[src/rtl/fetch_stage.sv]
// Instruction-fetch front end: PC sequencing, SRAM-like request issue, single decode slot.
// Latency: slot valid the cycle after inst_addr_ok; back-to-back issue gives 1 instr/cycle.
// Backpressure: next request only issues in the cycle decode takes the slot (ready_i).
// Optional feature: define FETCH_PERFCNT_EN to build the wait/cancel performance counters.
module fetch_stage #(
    parameter logic [31:0] RESET_PC = 32'hbfc00000
) (
    input  logic        clk,
    input  logic        resetn,
    output logic        inst_req,
    output logic [31:0] inst_addr,
    input  logic        inst_addr_ok,
    input  logic        br_valid_i,
    input  logic [31:0] br_target_i,
    input  logic        redir_valid_i,
    input  logic [31:0] redir_pc_i,
    input  logic        ready_i,
    output logic        valid_o,
    output logic [31:0] pc_o,
    output logic        cancelled_o,
    output logic        exc_o,
    output logic        exc_miss_o,
    output logic [4:0]  exccode_o,
    output logic [31:0] perfcnt_fetch_waitaddr,
    output logic [31:0] perfcnt_fetch_cancel
);

    typedef enum logic [1:0] {S_REQ, S_OUT, S_EXC, S_HALT} state_t;

    state_t      state;
    state_t      state_nxt;
    logic [31:0] fpc;
    logic [31:0] fpc_nxt;
    logic [31:0] slot_pc;
    logic        slot_cancel;
    logic [31:0] next_target;
    logic        br_take;
    logic        redir_any;
    logic        misaligned;
    logic        load_slot;
    logic        load_cancel;
    logic        slot_vld;

    // Pick the address for the next request: exception redirect beats branch beats sequential.
    always_comb begin
        br_take   = br_valid_i && (state != S_HALT);
        redir_any = redir_valid_i || br_take;
        if (redir_valid_i) begin
            next_target = redir_pc_i;
        end else if (br_take) begin
            next_target = br_target_i;
        end else begin
            next_target = fpc;
        end
        misaligned = (next_target[1:0] != 2'b00);
    end

    // State register.
    always_ff @(posedge clk) begin
        if (!resetn) begin
            state <= S_REQ;
        end else begin
            state <= state_nxt;
        end
    end

    // Next state plus fetch-PC and slot-load decisions.
    always_comb begin
        state_nxt   = state;
        fpc_nxt     = next_target;
        load_slot   = 1'b0;
        load_cancel = 1'b0;
        case (state)
            S_REQ: begin
                if (misaligned) begin
                    state_nxt = S_EXC;
                    load_slot = 1'b1;
                end else if (inst_addr_ok) begin
                    // A redirect racing the acceptance leaves the slot wrong-path and refetches the target.
                    state_nxt   = S_OUT;
                    load_slot   = 1'b1;
                    load_cancel = redir_any;
                    fpc_nxt     = redir_any ? next_target : next_target + 32'd4;
                end
            end
            S_OUT: begin
                if (ready_i) begin
                    if (misaligned) begin
                        state_nxt = S_EXC;
                        load_slot = 1'b1;
                    end else if (inst_addr_ok) begin
                        load_slot = 1'b1;
                        fpc_nxt   = next_target + 32'd4;
                    end else begin
                        state_nxt = S_REQ;
                    end
                end
            end
            S_EXC: begin
                if (ready_i) begin
                    state_nxt = S_HALT;
                end
            end
            S_HALT: begin
                if (redir_valid_i) begin
                    state_nxt = S_REQ;
                end
            end
            default: state_nxt = S_REQ;
        endcase
    end

    // Output decode: request is combinational, slot fields come from registers.
    always_comb begin
        slot_vld    = (state == S_OUT) || (state == S_EXC);
        inst_req    = ((state == S_REQ) || ((state == S_OUT) && ready_i)) && !misaligned;
        inst_addr   = next_target;
        valid_o     = slot_vld;
        pc_o        = slot_pc;
        exc_o       = (state == S_EXC);
        exccode_o   = (state == S_EXC) ? 5'h04 : 5'h00;
        exc_miss_o  = 1'b0;
        cancelled_o = slot_vld && (slot_cancel || redir_any);
    end

    // Fetch PC and slot contents.
    always_ff @(posedge clk) begin
        if (!resetn) begin
            fpc         <= RESET_PC;
            slot_pc     <= 32'h0;
            slot_cancel <= 1'b0;
        end else begin
            fpc <= fpc_nxt;
            if (load_slot) begin
                slot_pc     <= next_target;
                slot_cancel <= load_cancel;
            end else if (slot_vld && ready_i) begin
                slot_cancel <= 1'b0;
            end else if (slot_vld && redir_any) begin
                slot_cancel <= 1'b1;
            end
        end
    end

`ifdef FETCH_PERFCNT_EN
    logic [31:0] cnt_waitaddr;
    logic [31:0] cnt_cancel;

    // Count cycles stalled on address acceptance and wrong-path slots handed to decode.
    always_ff @(posedge clk) begin
        if (!resetn) begin
            cnt_waitaddr <= 32'h0;
            cnt_cancel   <= 32'h0;
        end else begin
            if (inst_req && !inst_addr_ok) begin
                cnt_waitaddr <= cnt_waitaddr + 32'd1;
            end
            if (ready_i && cancelled_o) begin
                cnt_cancel <= cnt_cancel + 32'd1;
            end
        end
    end

    assign perfcnt_fetch_waitaddr = cnt_waitaddr;
    assign perfcnt_fetch_cancel   = cnt_cancel;
`else
    assign perfcnt_fetch_waitaddr = 32'h0;
    assign perfcnt_fetch_cancel   = 32'h0;
`endif

endmodule

[config.mk]
export PLATFORM = sky130hd
export DESIGN_NAME = fetch_stage
export DESIGN_NICKNAME = d
export VERILOG_FILES = /design/src/rtl/fetch_stage.sv
export SDC_FILE = /design/constraint.sdc
export NUM_CORES = 1
export LEC_CHECK = 0
export CAP_MARGIN = 20
export CORE_ASPECT_RATIO = 1.75
export CORE_MARGIN = 1.5
export CORE_UTILIZATION = 47
export DETAILED_ROUTE_END_ITERATION = 10
export PLACE_DENSITY = 0.95
export SKIP_CTS_REPAIR_TIMING = 1
export SYNTH_ARGS = -nofsm -noshare
export SYNTH_HDL_FRONTEND = slang
export SYNTH_SLANG_ARGS = --single-unit
export TNS_END_PERCENT = 50
[constraint.sdc]
create_clock -name clk -period 6.7 [get_ports clk]
set_clock_uncertainty 0.1 [all_clocks]
set_input_delay 0.67 -clock clk [delete_from_list [all_inputs] [get_ports clk]]
set_output_delay 0.67 -clock clk [all_outputs]
set_load 0.03 [all_outputs]
==> results of run 1 <==
[cells by family after synthesis]
| group | Yosys count | synth area share [%] |
|---|---|---|
| AO/OA/AOI/OAI | 156 | 22.2 |
| XOR/XNOR | 3 | 0.524 |
| adder cells (fa/ha/maj) | 5 | 1.25 |
| buffers and inverters | 136 | 17.6 |
| flip-flops | 67 | 26.7 |
| multiplexers | 16 | 3.27 |
| other | 1 | 0.0747 |
| AND/OR/NAND/NOR | 250 | 28.4 |
[flip-flops by register name, summed over array words and instances (netlist names)]
signal       count
slot_cancel      1
state            2
fpc             32
pc_o            32
[synthesized netlist by cell type, types with 12 or more instances]
cell type / n
a21oi_1: 57
a311o_1: 13
and2_1: 23
buf_2: 13
buf_4: 74
clkbuf_1: 28
dfxtp_1: 67
mux2i_1: 13
nand2_1: 91
nand3_1: 13
nor2_1: 31
nor4bb_1: 12
o21ai_0: 17
[path summary, 6_finish.rpt]
| kind | from | endpoint | slack [ps] | depth (start not counted) |
|---|---|---|---|---|
| max | redir_valid_i | inst_req | 1980 | 7 |
| max reg2reg | state[0] | fpc[30] | 2530 | 10 |
| min reg2reg | pc_o[29] | pc_o[29] | 350 | 2 |
| min | pc_o[29] | pc_o[29] | 350 | 2 |
[worst max-delay path, stage by stage]
cell and delay [ps]:
buf_2 80, buf_4 470, clkinv_1 880, a311o_1 670
nor2_1 310, and2_1 190, clkdlybuf4s50_1 660
[layout make-up]
class,instances,area [sq um]
flip-flops and latches,67,1340
repair buffers,148,1450
well taps,127,159
clock inverters,4,72.6
fillers,889,3970
clock buffers,12,256
inverters,12,46.3
multi-input cells,499,3060
[per-stage QoR]
stage | hold slack [ps] | util, % | area (sq um) | setup WS [ps] | instances
floorplan | 359 | - | 5280 | 2970 | 702
global placement | 341 | 58.4 | 6050 | 2170 | 852
detailed placement | 346 | 58.4 | 6050 | 1960 | 852
CTS | 353 | 61.6 | 6380 | 2050 | 868
global route | 377 | 61.7 | 6390 | 1740 | 869
finish | 353 | 61.7 | 6390 | 1980 | 869
[cells in the final DEF, fill, tap and decap left out, types with 3 or more instances in the layout]
cell | synthesis | routed
a211o_1 | 4 | 4
a211oi_1 | 3 | 3
a21oi_1 | 57 | 57
a22oi_1 | 4 | 4
a311o_1 | 13 | 13
a311o_2 | 5 | 5
a31oi_1 | 4 | 4
and2_1 | 23 | 23
and3b_1 | 3 | 3
and4bb_2 | 6 | 6
buf_4 | 74 | 10
clkbuf_16 | 0 | 9
clkdlybuf4s50_1 | 0 | 137
conb_1 | 1 | 69
dfxtp_1 | 67 | 67
ha_1 | 5 | 5
inv_1 | 9 | 9
mux2_2 | 3 | 3
mux2i_1 | 13 | 13
nand2_1 | 91 | 91
nand2b_1 | 4 | 4
nand3_1 | 13 | 13
nand4_1 | 8 | 8
nand4b_1 | 4 | 4
nand4bb_1 | 3 | 3
nor2_1 | 31 | 31
nor3_1 | 8 | 8
nor4_1 | 11 | 11
nor4bb_1 | 12 | 12
o21a_1 | 7 | 7
o21ai_0 | 17 | 17
o21ai_1 | 5 | 5
o31a_1 | 4 | 4
o31ai_1 | 5 | 5
o41ai_1 | 5 | 5
or3_1 | 6 | 6
or4_1 | 6 | 6
xor2_1 | 3 | 3
[metal layers]
| metal | global-route usage [%] | vias to the layer above | wire (um) |
|---|---|---|---|
| met3 | 4.85 | 62 | 1270 |
| met4 | 16.8 | 0 | 862 |
| li1 | - | 2364 | - |
| met2 | 47.6 | 347 | 8020 |
| met1 | 35.0 | 2425 | 6030 |
| met5 | 0 | - | 0 |
[power breakdown]
| group | internal, W | total [W] | switching, W | leakage [nW] |
|---|---|---|---|---|
| Sequential | 0.000458 | 0.000488 | 0.0000296 | 0.554 |
| Combinational | 0.000286 | 0.000801 | 0.000515 | 1.70 |
| Clock | 0.000345 | 0.000521 | 0.000176 | 0.159 |
==> results.md, run 1 <==
* Status: finished clean
* Max Clk Rate at 0.212 GHz
* Initial antenna violation count at 0
* # port buffers at 138
* Sequential area share after synthesis at 26.7%
* Peak supply drop at about 0.00018 V
* Dpl hpwl at ~12000 um
* Max Cap Violations at 0
* Vias per cell at about 6.0
* CTS tree: yes
* Pleak at 2.42 nW
* Synth Flop Type: dfxtp_1
* Count of pins over their slew limit at 0
* Post-synth ARST share at 0%
* Num CTS Buffers at 9
* Final-report hold violation count at 0
* # setup viols final at 0
* Placement Rows at slightly below 50
* Clk_lat worst skew at 340 ps
* # clock sinks at 67
* CP Class: primary input to output port
* Synth top area share at 26.7%
* Synth area leaders: dfxtp_1, buf_4, nand2_1, a21oi_1, and2_1
* Share of layout cells above drive strength 1 at 8.22%
* Critical path required time at 5930 ps
* Drt pass-1 iters at 5
* Slew HR at 40.4%
* Mapped Area at 0.00502 sq mm
* Core area at 0.0104 sq mm
* Worst-path clk slew at 50 ps
* Layout net count at 812
* Level count of the clock H-tree at 3
* Antenna-violating nets left at 0
* Synth cell types at 83
* Setup TNS at 0 ps
* Die ar. at 0.0113 sq mm
* Yosys top cell by area: dfxtp_1
* Antenna Cells at 0
* Drt drc at 0
* Total track usage at between 20 and 30%
* Gr ovfl total at 0
* Hold Crit Class: flip-flop to flip-flop
* Starting Density at 48.4%
* Io pins at about 210
* Cells after Synth at 634
* Gpl congestion at about 0.95
* Pin count of the biggest net entering global routing at 66
* Slew at the pin with the worst max-slew slack at 888 ps
* Die Span X at 81.1 um
* CP Launch Type: primary input
* Avg WL per Cell at 18.6 um
* EDFF count, synth at 0
* DR vias at 5198
* Unrepaired setup endpoints after global routing: false
* Min cycle time layout at 4720 ps
* Period Utilization, post-route at a little over two thirds
* Clock Tree Buf Depth at 2
* Clock root buffer: clkbuf_16
* Vias in the first global route at 4896
* Syn_area_per_cell at 7.92 sq um
* #FFs+latches synth at 67
* Crit path capture type: output port
* Arr. time, crit path at between 3000 and 4000 ps
* Area growth syn-to-layout at 27.3%
* Die Y at 140 um
* Pwr Total at 0.00181 W
* Global-route wire length before repair at ~26000 um
* PwrDens at 283 mW/mm^2
* CP max FO at 65
* Ys Warns at 0
* Routed wire length at 16200 um
* First DRT Iteration DRCs at between 600 and 700
No activity file was read; power rests on OpenSTA's default activity.
==> run 2, diff against run 1 <==
- CORE_UTILIZATION: 47 -> 44
- PLACE_DENSITY: 0.95 -> 0.9
- clock period: 6.7 -> 4.5 ns (I/O delays scaled with it)
==> run 2 against run 1 <==
  * Clock power is 30% higher
  * Register-to-register slack worse by 1800 ps
  * Worst setup slack worse by 1300 ps
  * First-iteration DRC count is 2.3% lower
  * Critical path type unchanged
  * Combinational power is 51% higher
  * Global-route usage is 2.8 points lower
  * Largest power group unchanged
  * Total power is 44% higher
  * Cell count is 1.8% higher
  * Critical path depth is 1 lower
  * Hold slack hardly changed
  * Highest routed layer unchanged
  * Via count is 0.31% higher
==> results.md, run 2 (same netlist as run 1, synthesis figures left out) <==
* Total track usage at 26.3%
* CP Class: primary input to output port
* Critical path required time at 3950 ps
* Vias in the first global route at 4949
* Register Area at 0.00134 sq mm
* Pin count of the biggest net entering global routing at 55
* DR vias at approximately 5200
* Dpl hpwl at 12000 um
* Worst-path clk slew at approximately 50 ps
* Clock Tree Buf Depth at 2
* Slew HR at 34.3%
* First DRT Iteration DRCs at 668
* Slew at the pin with the worst max-slew slack at 985 ps
* FF-to-FF path depth at 10
* Die ar. at ~0.012 sq mm
* Share of layout cells above drive strength 1 at 9.43%
* Area of the multi-input gates at ~0.003 sq mm
* Clk_lat worst skew at 330 ps
* Drt pass-1 iters at 7
* # clock sinks at 67
* Max Cap Violations at 0
* Level count of the clock H-tree at 3
* Antenna-violating nets left at 0
* Vias per cell at ~5.9
* Avg WL per Cell at ~18 um
* Status: finished clean
* PwrDens at 405 mW/mm^2
* Arr. time, crit path at 3310 ps
* Drt drc at 0
* Layout net count at roughly 800
* Layout fillers at 1002
* Setup TNS at 0 ps
* Hold Path Depth at 2
* Die Span X at 83.7 um
* Die Y at about 140 um
* Area growth syn-to-layout at 28.4%
* Count of pins over their slew limit at 0
* Most common cell after layout, fill and taps aside: clkdlybuf4s50_1
* Antenna Cells at 0
* Placed insts at 869
* Hold Crit Class: flip-flop to flip-flop
* Clock root buffer: clkbuf_16
* CTS tree: yes
* Min cycle time layout at about 3900 ps
* Final-report hold violation count at 0
* Initial antenna violation count at 0
* Final core occ at 58.0%
* Pleak at 2.46 nW
* Gpl congestion at 0.974
* Unrepaired setup endpoints after global routing: false
* CP Launch Type: primary input
* Peak supply drop at 0.000249 V
* Global-route wire length before repair at 25300 um
* Num CTS Buffers at 9
* # port buffers at 138
* Commonest non-fill, non-tap cells in the layout: clkdlybuf4s50_1, nand2_1, conb_1
* CP max FO at 14
* Placement Rows at 51
* Routed wire length at 16400 um
* Crit path capture type: output port
* Finished Layout Cells at 885
* Period Utilization, post-route at a little under nine tenths
* Io pins at ~210
* # setup viols final at 0
* Max Clk Rate at 0.259 GHz
* Core area at ~0.011 sq mm
* Starting Density at 45.2%
* Gr ovfl total at 0
-- run 2: cell count changes in the layout (fill, tap and decap cells not counted) --
cell        change
buf_4          +11
bufinv_16       -2
clkbuf_1        +1
clkbuf_8        +2
clkinvlp_4      -1
-- run 2: critical path: stages --
cell             delay [ps]
clkdlybuf4s50_1         640
nand2b_1                400
a311o_1                 620
nor2_1                  330
and2_1                  200
clkdlybuf4s50_1         670
-- run 2: final cells by class --
cell class | count | area share [%]
clock buffers | 15 | 4.47
clock inverters | 1 | 0.0777
inverters | 12 | 0.718
multi-input cells | 499 | 47.6
flip-flops and latches | 67 | 20.8
well taps | 132 | 2.56
repair buffers | 159 | 23.8
-- run 2: per-layer routing --
| metal | wire (um) | vias to the layer above | GRT usage, % |
|---|---|---|---|
| li1 | - | 2382 | - |
| met1 | 5860 | 2382 | 29.2 |
| met2 | 8200 | 375 | 46.6 |
| met3 | 1320 | 75 | 4.34 |
| met4 | 984 | 0 | 16.6 |
| met5 | 0 | - | 0 |
-- run 2: report_power, final --
part           internal, W  total, W  switching [W]
sequential        0.000683  0.000727      0.0000441
clock             0.000432  0.000677       0.000245
combinational     0.000440   0.00121       0.000767
total              0.00156   0.00261        0.00106
-- run 2: per-stage QoR --
stage	worst slack [ps]	instance area (sq um)	hold WS (ps)	total power, W
5_1_grt	464	6440	372	0.00273
3_3_place_gp	593	6140	341	0.00191
3_5_place_dp	519	6150	349	0.00193
4_1_cts	694	6440	354	0.00261
6_report	643	6440	352	0.00261
2_1_floorplan	939	5280	359	0.00156
-- run 2: worst paths after layout --
path | start | endpoint | slack [ps]
max | br_valid_i | inst_req | 640
max reg2reg | state[0] | fpc[20] | 690
min reg2reg | pc_o[2] | pc_o[2] | 350
min | pc_o[2] | pc_o[2] | 350
==> run 3, diff against run 2 <==
- CORE_MARGIN: 1.5 -> 5
==> run 3 against run 2 <==
  * Via count shrank 1.5%
  * Worst setup slack got worse by 28 ps
  * First-iteration DRC count shrank 24%
  * Routed wire length grew 2.0%
  * Largest cell class unchanged
  * Highest routed layer unchanged
==> results.md, run 3 (same netlist as run 1, synthesis figures left out) <==
* Status: finished clean
* Antenna Cells at 0
* Slowest stage cell, crit path: clkdlybuf4s50_1
* Core area at 0.0112 sq mm
* Slew HR at 42.8%
* Level count of the clock H-tree at 3
* DR vias at between 5000 and 6000
* Period Utilization, post-route at a little under nine tenths
* Area of the multi-input gates at 0.00307 sq mm
* Placed insts at roughly 880
* CP Launch Type: primary input
* FF-to-FF path depth at 9
* Count of pins over their slew limit at 0
* RR Endpoint: fpc[23]
* First DRT Iteration DRCs at 505
* Die ar. at about 0.014 sq mm
* Layout fillers at 1004
* Vias per cell at 5.76
* Total track usage at about 23%
* Io pins at around 210
* Crit. Startpoint: br_valid_i
* Worst hold start: pc_o[7]
* Vias in the first global route at 4979
* Hold Crit Class: flip-flop to flip-flop
* CTS tree: yes
* Unrepaired setup endpoints after global routing: false
* Clock root buffer: clkbuf_16
* Most common cell on crit path: clkdlybuf4s50_1
* Pwr Total at ~0.0027 W
* Die Y at 151 um
* Drt pass-1 iters at 5
* Crit-path cells: clkdlybuf4s50_1 -> nand2b_1 -> a311o_1 -> nor2_1 -> and2_1 -> clkdlybuf4s50_1
* Reg2reg setup slack at 780 ps
* Worst-path clk slew at 50 ps
* Worst r2r src: state[0]
* Share of layout cells above drive strength 1 at 10.5%
* Pleak at 2.52 nW
* Gr ovfl total at 0
* Cell count along the critical path at 6
* CP endpoint: inst_req
* Layout net count at a little over 800
* Pin count of the biggest net entering global routing at 36
* Setup TNS at 0 ps
* Starting Density at roughly 45%
* Register Area at 0.00134 sq mm
* Global-route wire length before repair at between 20000 and 30000 um
* Dpl hpwl at 12700 um
* # setup viols final at 0
* Final-report hold violation count at 0
* Worst path max stage delay at between 600 and 700 ps
* Initial antenna violation count at 0
* Drt drc at 0
* Arr. time, crit path at roughly 3300 ps
* Placement Rows at 51
* Critical path required time at ~4000 ps
* Die Span X at 90.7 um
* Clock Tree Buf Depth at 2
* Avg WL per Cell at 18.7 um
* Peak supply drop at 0.000266 V
* Most common cell after layout, fill and taps aside: clkdlybuf4s50_1
* Area growth syn-to-layout at 30.3%
* Commonest non-fill, non-tap cells in the layout: clkdlybuf4s50_1, nand2_1, conb_1
* Min cycle time layout at 3880 ps
* Slew at the pin with the worst max-slew slack at approximately 860 ps
* Gpl congestion at approximately 0.90
* PwrDens at between 400 and 500 mW/mm^2
* Max Cap Violations at 0
* CP top delay family: buffers and inverters
* CP max FO at 12
* Num CTS Buffers at 9
* Crit path capture type: output port
* CP Class: primary input to output port
* # port buffers at 138
* # clock sinks at 67
* WP buf/inv at 2
* Antenna-violating nets left at 0
* Clk_lat worst skew at 330 ps
* Finished Layout Cells at 892
* Routed wire length at 16700 um
* Max Clk Rate at 0.257 GHz
-- run 3: cell types whose count changed in the layout (fill, tap and decap cells not counted) --
cell | previous run | this run
buf_4 | 21 | 28
bufinv_16 | 0 | 2
clkbuf_1 | 2 | 0
clkbuf_8 | 4 | 2
clkinv_2 | 2 | 4
a21boi_2 | 1 | 0
a21boi_4 | 0 | 1
-- run 3: where the power goes --
group          total (W)  switching (W)  internal, W
clock           0.000769       0.000257     0.000512
combinational    0.00121       0.000761     0.000449
sequential      0.000727      0.0000441     0.000682
total            0.00271        0.00106      0.00164
-- run 3: worst register-to-register path, cell delays in order, from the launching register on --
cell	delay, ps
dfxtp_1	430
ha_1	260
nand2b_1	460
buf_4	300
a311o_1	270
nand2_4	80
or4b_4	630
nor2_1	350
mux2_2	380
a221o_1	340
-- run 3: how the worst min path moves through the flow --
| stage | end | slack (ps) | cells after the start |
|---|---|---|---|
| finish | pc_o[7] | 350 | 2 |
| global route | pc_o[15] | 380 | 2 |
| CTS | pc_o[7] | 350 | 2 |
| detailed placement | pc_o[7] | 350 | 2 |
| global placement | pc_o[7] | 340 | 2 |
| floorplan | state[1] | 360 | 1 |
-- run 3: area by class of cell --
| cell class | instances | share of cell area (%) |
|---|---|---|
| flip-flops and latches | 67 | 20.5 |
| clock buffers | 11 | 3.87 |
| well taps | 132 | 2.53 |
| clock inverters | 5 | 1.15 |
| multi-input cells | 499 | 47.0 |
| repair buffers | 166 | 24.3 |
| inverters | 12 | 0.708 |
-- run 3: through the flow --
stage | hold slack [ps] | worst slack [ps] | area, sq um | utilization (%)
floorplan | 359 | 939 | 5280 | -
global placement | 340 | 541 | 6210 | 55.6
detailed placement | 346 | 442 | 6210 | 55.6
CTS | 353 | 618 | 6540 | 58.6
global route | 375 | 471 | 6540 | 58.6
finish | 352 | 616 | 6540 | 58.6
-- run 3: routing by layer --
layer / share of wire [%] / global-route usage, %
met2: 51 / 40.8
met3: 7.9 / 4.03
met4: 4.6 / 13.9
met1: 36 / 25.8
met5: 0 / 0
